**src/rtl/reset_release_pkg.sv**
```systemverilog
// Shared constants and types for the reset-release timebase: default chain
// depth, default counter width and the default-width counter word.
package reset_release_pkg;

    localparam int unsigned default_num_stages_lp = 3;
    localparam int unsigned default_ctr_width_lp  = 32;

    typedef logic [default_ctr_width_lp-1:0] ctr_t;

endpackage

```
**src/rtl/reset_release_cycle_counter_if.sv**
```systemverilog
// Bundle between the host side (drives done_i) and the timebase block
// (returns the delayed core reset and the global cycle count).
interface reset_release_cycle_counter_if #(
    parameter int unsigned ctr_width_p = 32
);

    // Level signals only, no valid/ready handshake: done_i is sampled every
    // edge, and core_reset_o / ctr_r_o are valid in every cycle.
    logic                   done_i;
    logic                   core_reset_o;
    logic [ctr_width_p-1:0] ctr_r_o;

    modport master (
        output done_i,
        input  core_reset_o,
        input  ctr_r_o
    );

    modport slave (
        input  done_i,
        output core_reset_o,
        output ctr_r_o
    );

endinterface

```
**src/rtl/reset_release_dff_chain.sv**
```systemverilog
// Width-generic shift register. Every stage loads preset_p while reset_n_i is low.
// A depth of zero collapses to a combinational wire.
module reset_release_dff_chain #(
    parameter int unsigned          width_p  = 1,
    parameter int unsigned          els_p    = 3,
    parameter logic [width_p-1:0]   preset_p = '1
) (
    input  logic               clk_i,
    input  logic               reset_n_i,
    input  logic [width_p-1:0] data_i,
    output logic [width_p-1:0] data_o
);

    generate
        if (els_p == 0) begin : g_pass
            // Pure pass-through: clock and reset intentionally have no effect.
            logic unused_clk_rst;
            assign unused_clk_rst = &{1'b0, clk_i, reset_n_i};
            assign data_o = data_i;
        end else begin : g_chain
            logic [width_p-1:0] stage_r [els_p];

            always_ff @(posedge clk_i) begin
                if (!reset_n_i) begin
                    for (int k = 0; k < int'(els_p); k++) begin
                        stage_r[k] <= preset_p;
                    end
                end else begin
                    stage_r[0] <= data_i;
                    for (int k = 1; k < int'(els_p); k++) begin
                        stage_r[k] <= stage_r[k-1];
                    end
                end
            end

            assign data_o = stage_r[els_p-1];
        end
    endgenerate

endmodule

```
**src/rtl/reset_release_cycle_counter.sv**
```systemverilog
// Delays ~done into a core-side reset and runs a global cycle counter that
// is held at init_val_p while that core-side reset is asserted.
module reset_release_cycle_counter
    import reset_release_pkg::*;
#(
    parameter int unsigned             num_stages_p = default_num_stages_lp,
    parameter int unsigned             ctr_width_p  = default_ctr_width_lp,
    parameter logic [ctr_width_p-1:0]  init_val_p   = '0
) (
    input  logic                                 clk_i,
    input  logic                                 reset_n_i,
    reset_release_cycle_counter_if.slave         bus
);

    typedef logic [ctr_width_p-1:0] ctr_word_t;

    logic      done_n;
    logic      core_reset;
    ctr_word_t ctr_r;

    assign done_n = ~bus.done_i;

    // Presetting to 1 keeps the cores in reset until the chain refills with done.
    reset_release_dff_chain #(
        .width_p  (1),
        .els_p    (num_stages_p),
        .preset_p (1'b1)
    ) u_chain (
        .clk_i     (clk_i),
        .reset_n_i (reset_n_i),
        .data_i    (done_n),
        .data_o    (core_reset)
    );

    // Hold uses the current core_reset, so the first released cycle shows init_val_p.
    always_ff @(posedge clk_i) begin
        if (!reset_n_i || core_reset) begin
            ctr_r <= init_val_p;
        end else begin
            ctr_r <= ctr_r + ctr_word_t'(1);
        end
    end

    assign bus.core_reset_o = core_reset;
    assign bus.ctr_r_o      = ctr_r;

`ifndef SYNTHESIS
    always @(posedge clk_i) begin
        if (reset_n_i) begin
            assert (!$isunknown(bus.done_i))
                else $error("reset_release_cycle_counter: done_i is X/Z while out of reset");
        end
    end
`endif

endmodule

```
**src/flat_wrapper.sv**
```systemverilog
// flat-port wrapper written by rule: the top's interface ports become plain ports
module reset_release_cycle_counter_flat import reset_release_pkg::*;
#(
    parameter int unsigned             num_stages_p = default_num_stages_lp,
    parameter int unsigned             ctr_width_p  = default_ctr_width_lp,
    parameter logic [ctr_width_p-1:0]  init_val_p   = '0
)
  (clk_i, reset_n_i, bus_done_i, bus_core_reset_o, bus_ctr_r_o);
  reset_release_cycle_counter_if #(.ctr_width_p(ctr_width_p)) bus_i ();
  input  logic clk_i;
  input  logic reset_n_i;
  input wire logic [$bits(bus_i.done_i)-1:0] bus_done_i;
  output wire logic [$bits(bus_i.core_reset_o)-1:0] bus_core_reset_o;
  output wire logic [$bits(bus_i.ctr_r_o)-1:0] bus_ctr_r_o;
  assign bus_i.done_i = bus_done_i;
  assign bus_core_reset_o = bus_i.core_reset_o;
  assign bus_ctr_r_o = bus_i.ctr_r_o;
  reset_release_cycle_counter #(.num_stages_p(num_stages_p), .ctr_width_p(ctr_width_p), .init_val_p(init_val_p)) u_core (.clk_i(clk_i), .reset_n_i(reset_n_i), .bus(bus_i));
endmodule
```
**config.mk**
```make
export PLATFORM = sky130hd
export DESIGN_NAME = reset_release_cycle_counter_flat
export DESIGN_NICKNAME = d
export VERILOG_FILES = /design/src/rtl/reset_release_pkg.sv /design/src/rtl/reset_release_cycle_counter_if.sv /design/src/rtl/reset_release_dff_chain.sv /design/src/rtl/reset_release_cycle_counter.sv /design/src/flat_wrapper.sv
export SDC_FILE = /design/constraint.sdc
export NUM_CORES = 1
export LEC_CHECK = 0
export ABC_AREA = 1
export CAP_MARGIN = 20
export CELL_PAD_IN_SITES_DETAIL_PLACEMENT = 1
export CELL_PAD_IN_SITES_GLOBAL_PLACEMENT = 1
export CORE_MARGIN = 1
export CORE_UTILIZATION = 43
export CTS_BUF_LIST = sky130_fd_sc_hd__clkbuf_16
export CTS_CLUSTER_SIZE = 40
export DETAILED_ROUTE_END_ITERATION = 10
export DONT_BUFFER_PORTS = 1
export PLACE_DENSITY_LB_ADDON = 0.1
export SLEW_MARGIN = 10
export SYNTH_ARGS = -nofsm -noshare
export SYNTH_HDL_FRONTEND = slang
export SYNTH_HIERARCHICAL = 1
export SYNTH_SLANG_ARGS = --single-unit
```
**constraint.sdc**
```tcl
create_clock -name clk_i -period 1.5 [get_ports clk_i]
set_input_delay 0.3 -clock clk_i [delete_from_list [all_inputs] [get_ports clk_i]]
set_output_delay 0.3 -clock clk_i [all_outputs]
set_load 0.05 [all_outputs]
```
==> results <==
- The flow ran to the end, and the final reports show no timing, DRC or antenna violations.
- Clock skew on the completed layout was measured at about 2.4 ps.
- The number of fill cells in the layout is around 530.
- Before antenna repair, the detailed router went through 4 iterations.
- In this run the vertical extent of the chip is roughly 67 um.
- The post-cts hold buffer count is 0.
- The slowest stage of the critical path is the sky130_fd_sc_hd__dfxtp_1 cell.
- Summing all flip-flop and latch instances after layout gives 719 um2.
- The worst path setup slack after routing is ~110 ps.
- The count of cells in the finished layout, fillers not included, comes to approximately 350.
- The number of global-route vias before repair was ~1,800.
- Counting instances in the post-synthesis netlist gives the leading cell types as 66 x sky130_fd_sc_hd__nand2_1, 58 x sky130_fd_sc_hd__nor2_1, 35 x sky130_fd_sc_hd__dfxtp_1.
- Sorting the synthesized cells by area gives the leading types as sky130_fd_sc_hd__dfxtp_1 39%, sky130_fd_sc_hd__nand2_1 14%, sky130_fd_sc_hd__nor2_1 12%.
- Setup total negative slack on the finished layout was measured at 0 ps.
- The fraction of registers with async set or reset after synthesis is 0.
- Counting along the longest clock path gives a buffer depth of 2.
- In this run the static leakage power is approximately 0.85 nW.
- The number of pins with negative max-slew slack in the final report was 0.
- The number of placement rows is 23.
- The worst slack after detailed placement is roughly 130 ps.
- The final core utilization is 0.566.
- The initial antenna violation count is 0.
- The endpoint class of the critical path is a flop.
- For this run, the total global-route usage over all layers was measured as 0.249.
- The number of buffers and inverters on the critical path is 0.
- The total detailed-routing wirelength is between 4 and 5 mm.
- Setup repair after global routing left no endpoint under its margin.
- The largest net degree at the start of global routing is 13.
- Of all cell types, the one taking the most synthesized area is sky130_fd_sc_hd__dfxtp_1.
- The register area share after synthesis is 0.391.
- Summing all multi-input logic gate instances after layout gives around 990 um2.
- The launching element type of the critical path is a flop.
- The count of buffers from port buffering is 0.
- In the post-synthesis netlist, the cell with the most instances is sky130_fd_sc_hd__nand2_1.
- After global routing the overflow that remains totals 0.
- Headroom to the max-slew limit came out at 0.648.
- Averaged over all synthesized cells, the footprint is between 6 and 7 um2.
- The predominant post-synthesis flop cell is sky130_fd_sc_hd__dfxtp_1.
- The highest net fanout along the worst path is 6.
- The initial utilization of the core area, before any placement, comes to 0.449.
- The first global-routing pass estimated roughly 8 mm of wire.
- Using the TritonRoute via totals, the vias-per-cell ratio works out to 5.01.
- The number of top-level design ports is 36.
- The placer congestion estimate is 0.908.
- The net count of the mapped netlist is roughly 270.
- The delay of the slowest cell on the worst path is 430 ps.
- At the worst endpoint, the required time is roughly 1700 ps.
- The kind of critical path is flop to flop.
- The CTS tree is yes.
- The transition at the pin with the smallest max-transition slack is between 500 and 600 ps.
- The count of final hold-check violations came to 0.
- Of the cells placed in the final design, the portion with a size suffix greater than 1 is 0.281.
- Derived from the worst setup path, the maximum achievable clock frequency is ~720 MHz.
- The final layout contains around 310 nets.
- The H-tree depth is 2.
- The final route contains about 1,800 vias.
- The count of inserted antenna diode cells is 0.
- The total die area is around 0.0044 mm2.
- Max-cap violations in this run came to 0.
- The kind of path behind the tightest hold check is input pin to flop.
- The synthesized netlist contains 22 unique library cells.
- In the routed design, unresolved DRC markers number 0.
- Walking the worst path, the cells encountered are nand2_1, nor2_1, nand2_1, nor2_1, nand3_1, nand2_1, nor2_1.
- The arrival time at the worst endpoint is 1550 ps.
- The top cell type's share of synthesized area is 0.391.
- Grouping stages by cell kind, the critical path spends the most delay in simple AND/OR/NAND/NOR gates.
- The detailed router finished its first iteration with 67 violations.
- The instance count of the mapped netlist is roughly 260.
- The layout overhead on the synthesized area is 26.2%.
- The number of nets with antenna violations after detailed routing is 0.
- The width of the die is 66.6 um.
- Clock-pin slew was measured on the worst setup and hold paths at approximately 60 ps.
- Setup violations remaining at the end of the flow were counted as 0.
- Subtracting the final worst setup slack from the clock period gives between 1000 and 1500 ps.
- The clock sink count is 35.
- The warning count from the yosys run is 6.
- In this run, synthesis inferred 0 flip-flops with an integrated enable.
- The area of the core is approximately 0.004 mm2.
- The post-cts gate resize count is 0.
- The cell total after placement is 344.
- The cell at the root of the clock tree is sky130_fd_sc_hd__clkbuf_16.
- Once detailed placement completed, the half-perimeter wirelength came to 3.79 mm.
- The post-synthesis instance area is 0.00179 mm2.
- At the later pin of the worst-skew pair, clock insertion delay measures between 200 and 300 ps.
- The power density over the cells is roughly 870 mW/mm2.
- Dividing the detail-routed wire length by the instance count gives about 14 um.
- The final period utilization is 0.924.
- Buffers added to address setup during post-CTS repair amount to 0.
- Clock tree synthesis inserted a total of 5 buffers.
- The post-synthesis sequential element count is 35.
- The maximum vdd drop is a little under 0.0008 V.
==> registers in the layout, indices dropped and copies added (netlist names) <==
signal                          count
u_core/u_chain/g_chain.stage_r      3
u_core/bus.ctr_r_o                 32
==> report_power, final <==
group | switching (mW) | internal, mW
clock network | 0.398 | 0.611
registers | 0.00142 | 0.933
logic | 0.0151 | 0.00705
==> cells in the final DEF, fill, tap and decap left out <==
| cell | Yosys | layout |
|---|---|---|
| sky130_fd_sc_hd__ha_1 | 1 | 1 |
| sky130_fd_sc_hd__nand2_4 | 2 | 2 |
| sky130_fd_sc_hd__and2_1 | 3 | 3 |
| sky130_fd_sc_hd__nor2_1 | 58 | 58 |
| sky130_fd_sc_hd__clkinv_2 | 0 | 1 |
| sky130_fd_sc_hd__nand2_2 | 9 | 9 |
| sky130_fd_sc_hd__inv_1 | 21 | 21 |
| sky130_fd_sc_hd__nand3_1 | 15 | 15 |
| sky130_fd_sc_hd__o21ai_0 | 4 | 4 |
| sky130_fd_sc_hd__buf_4 | 0 | 34 |
| sky130_fd_sc_hd__nand2_1 | 66 | 66 |
| sky130_fd_sc_hd__clkbuf_16 | 0 | 5 |
| sky130_fd_sc_hd__nor2_2 | 5 | 5 |
| sky130_fd_sc_hd__or2_1 | 1 | 1 |
| sky130_fd_sc_hd__clkinvlp_4 | 0 | 2 |
| sky130_fd_sc_hd__dfxtp_2 | 0 | 15 |
| sky130_fd_sc_hd__nor2_8 | 2 | 2 |
| sky130_fd_sc_hd__nor2_4 | 8 | 8 |
| sky130_fd_sc_hd__xor2_1 | 3 | 3 |
| sky130_fd_sc_hd__o21a_1 | 2 | 2 |
| sky130_fd_sc_hd__inv_2 | 2 | 2 |
| sky130_fd_sc_hd__a21oi_1 | 22 | 22 |
| sky130_fd_sc_hd__dfxtp_1 | 35 | 20 |
| sky130_fd_sc_hd__nor3_1 | 1 | 1 |
==> final timing paths <==
path                                                                       from                                               to  slack, ps  cells past startpoint
worst max register to register                u_core/bus.ctr_r_o[20]$_SDFF_PP0_                u_core/bus.ctr_r_o[27]$_SDFF_PP0_        110                      7
worst max-delay path                          u_core/bus.ctr_r_o[20]$_SDFF_PP0_                u_core/bus.ctr_r_o[27]$_SDFF_PP0_        110                      7
worst min register to register  u_core/u_chain/g_chain.stage_r[0][1]$_SDFF_PN1_  u_core/u_chain/g_chain.stage_r[0][2]$_SDFF_PN1_        410                      2
worst min-delay path                                                  reset_n_i  u_core/u_chain/g_chain.stage_r[0][0]$_SDFF_PN1_         90                      1
==> kinds of logic (layout without fill, tap and decap cells) <==
family / Yosys count / in the layout / synth area share
AND/OR/NAND/NOR: 170 / 170 / 0.452
AO/OA/AOI/OAI: 28 / 28 / 0.0809
XOR/XNOR: 3 / 3 / 0.0146
flip-flops: 35 / 35 / 0.391
adder cells (fa/ha/maj): 1 / 1 / 0.00697
buffers and inverters: 26 / 65 / 0.0551
==> layout make-up <==
type	instances	share of cell area
multi-input combinational	202	0.439
sequential	35	0.318
timing repair buffer	34	0.113
clock buffer	5	0.0553
inverter	23	0.0381
tap	50	0.0276
clock inverter	3	0.00884
==> routing by layer <==
metal,track usage,wire length (um),vias to the layer above
met5,0,0,-
met4,0.0904,85,0
met3,0.0582,136,6
met2,0.420,2450,26
met1,0.303,2280,837
li1,-,-,894
==> through the flow <==
| step | power [mW] | hold slack, ps | area, um2 |
|---|---|---|---|
| 3_3_place_gp | 0.976 | 371 | 2120 |
| 5_1_grt | 2.04 | 76.9 | 2260 |
| 3_5_place_dp | 0.977 | 374 | 2120 |
| 4_1_cts | 1.99 | 85.7 | 2260 |
| 2_1_floorplan | 0.971 | 369 | 1810 |
| 6_report | 1.97 | 91.6 | 2260 |
(Power assumes the default switching activity.)
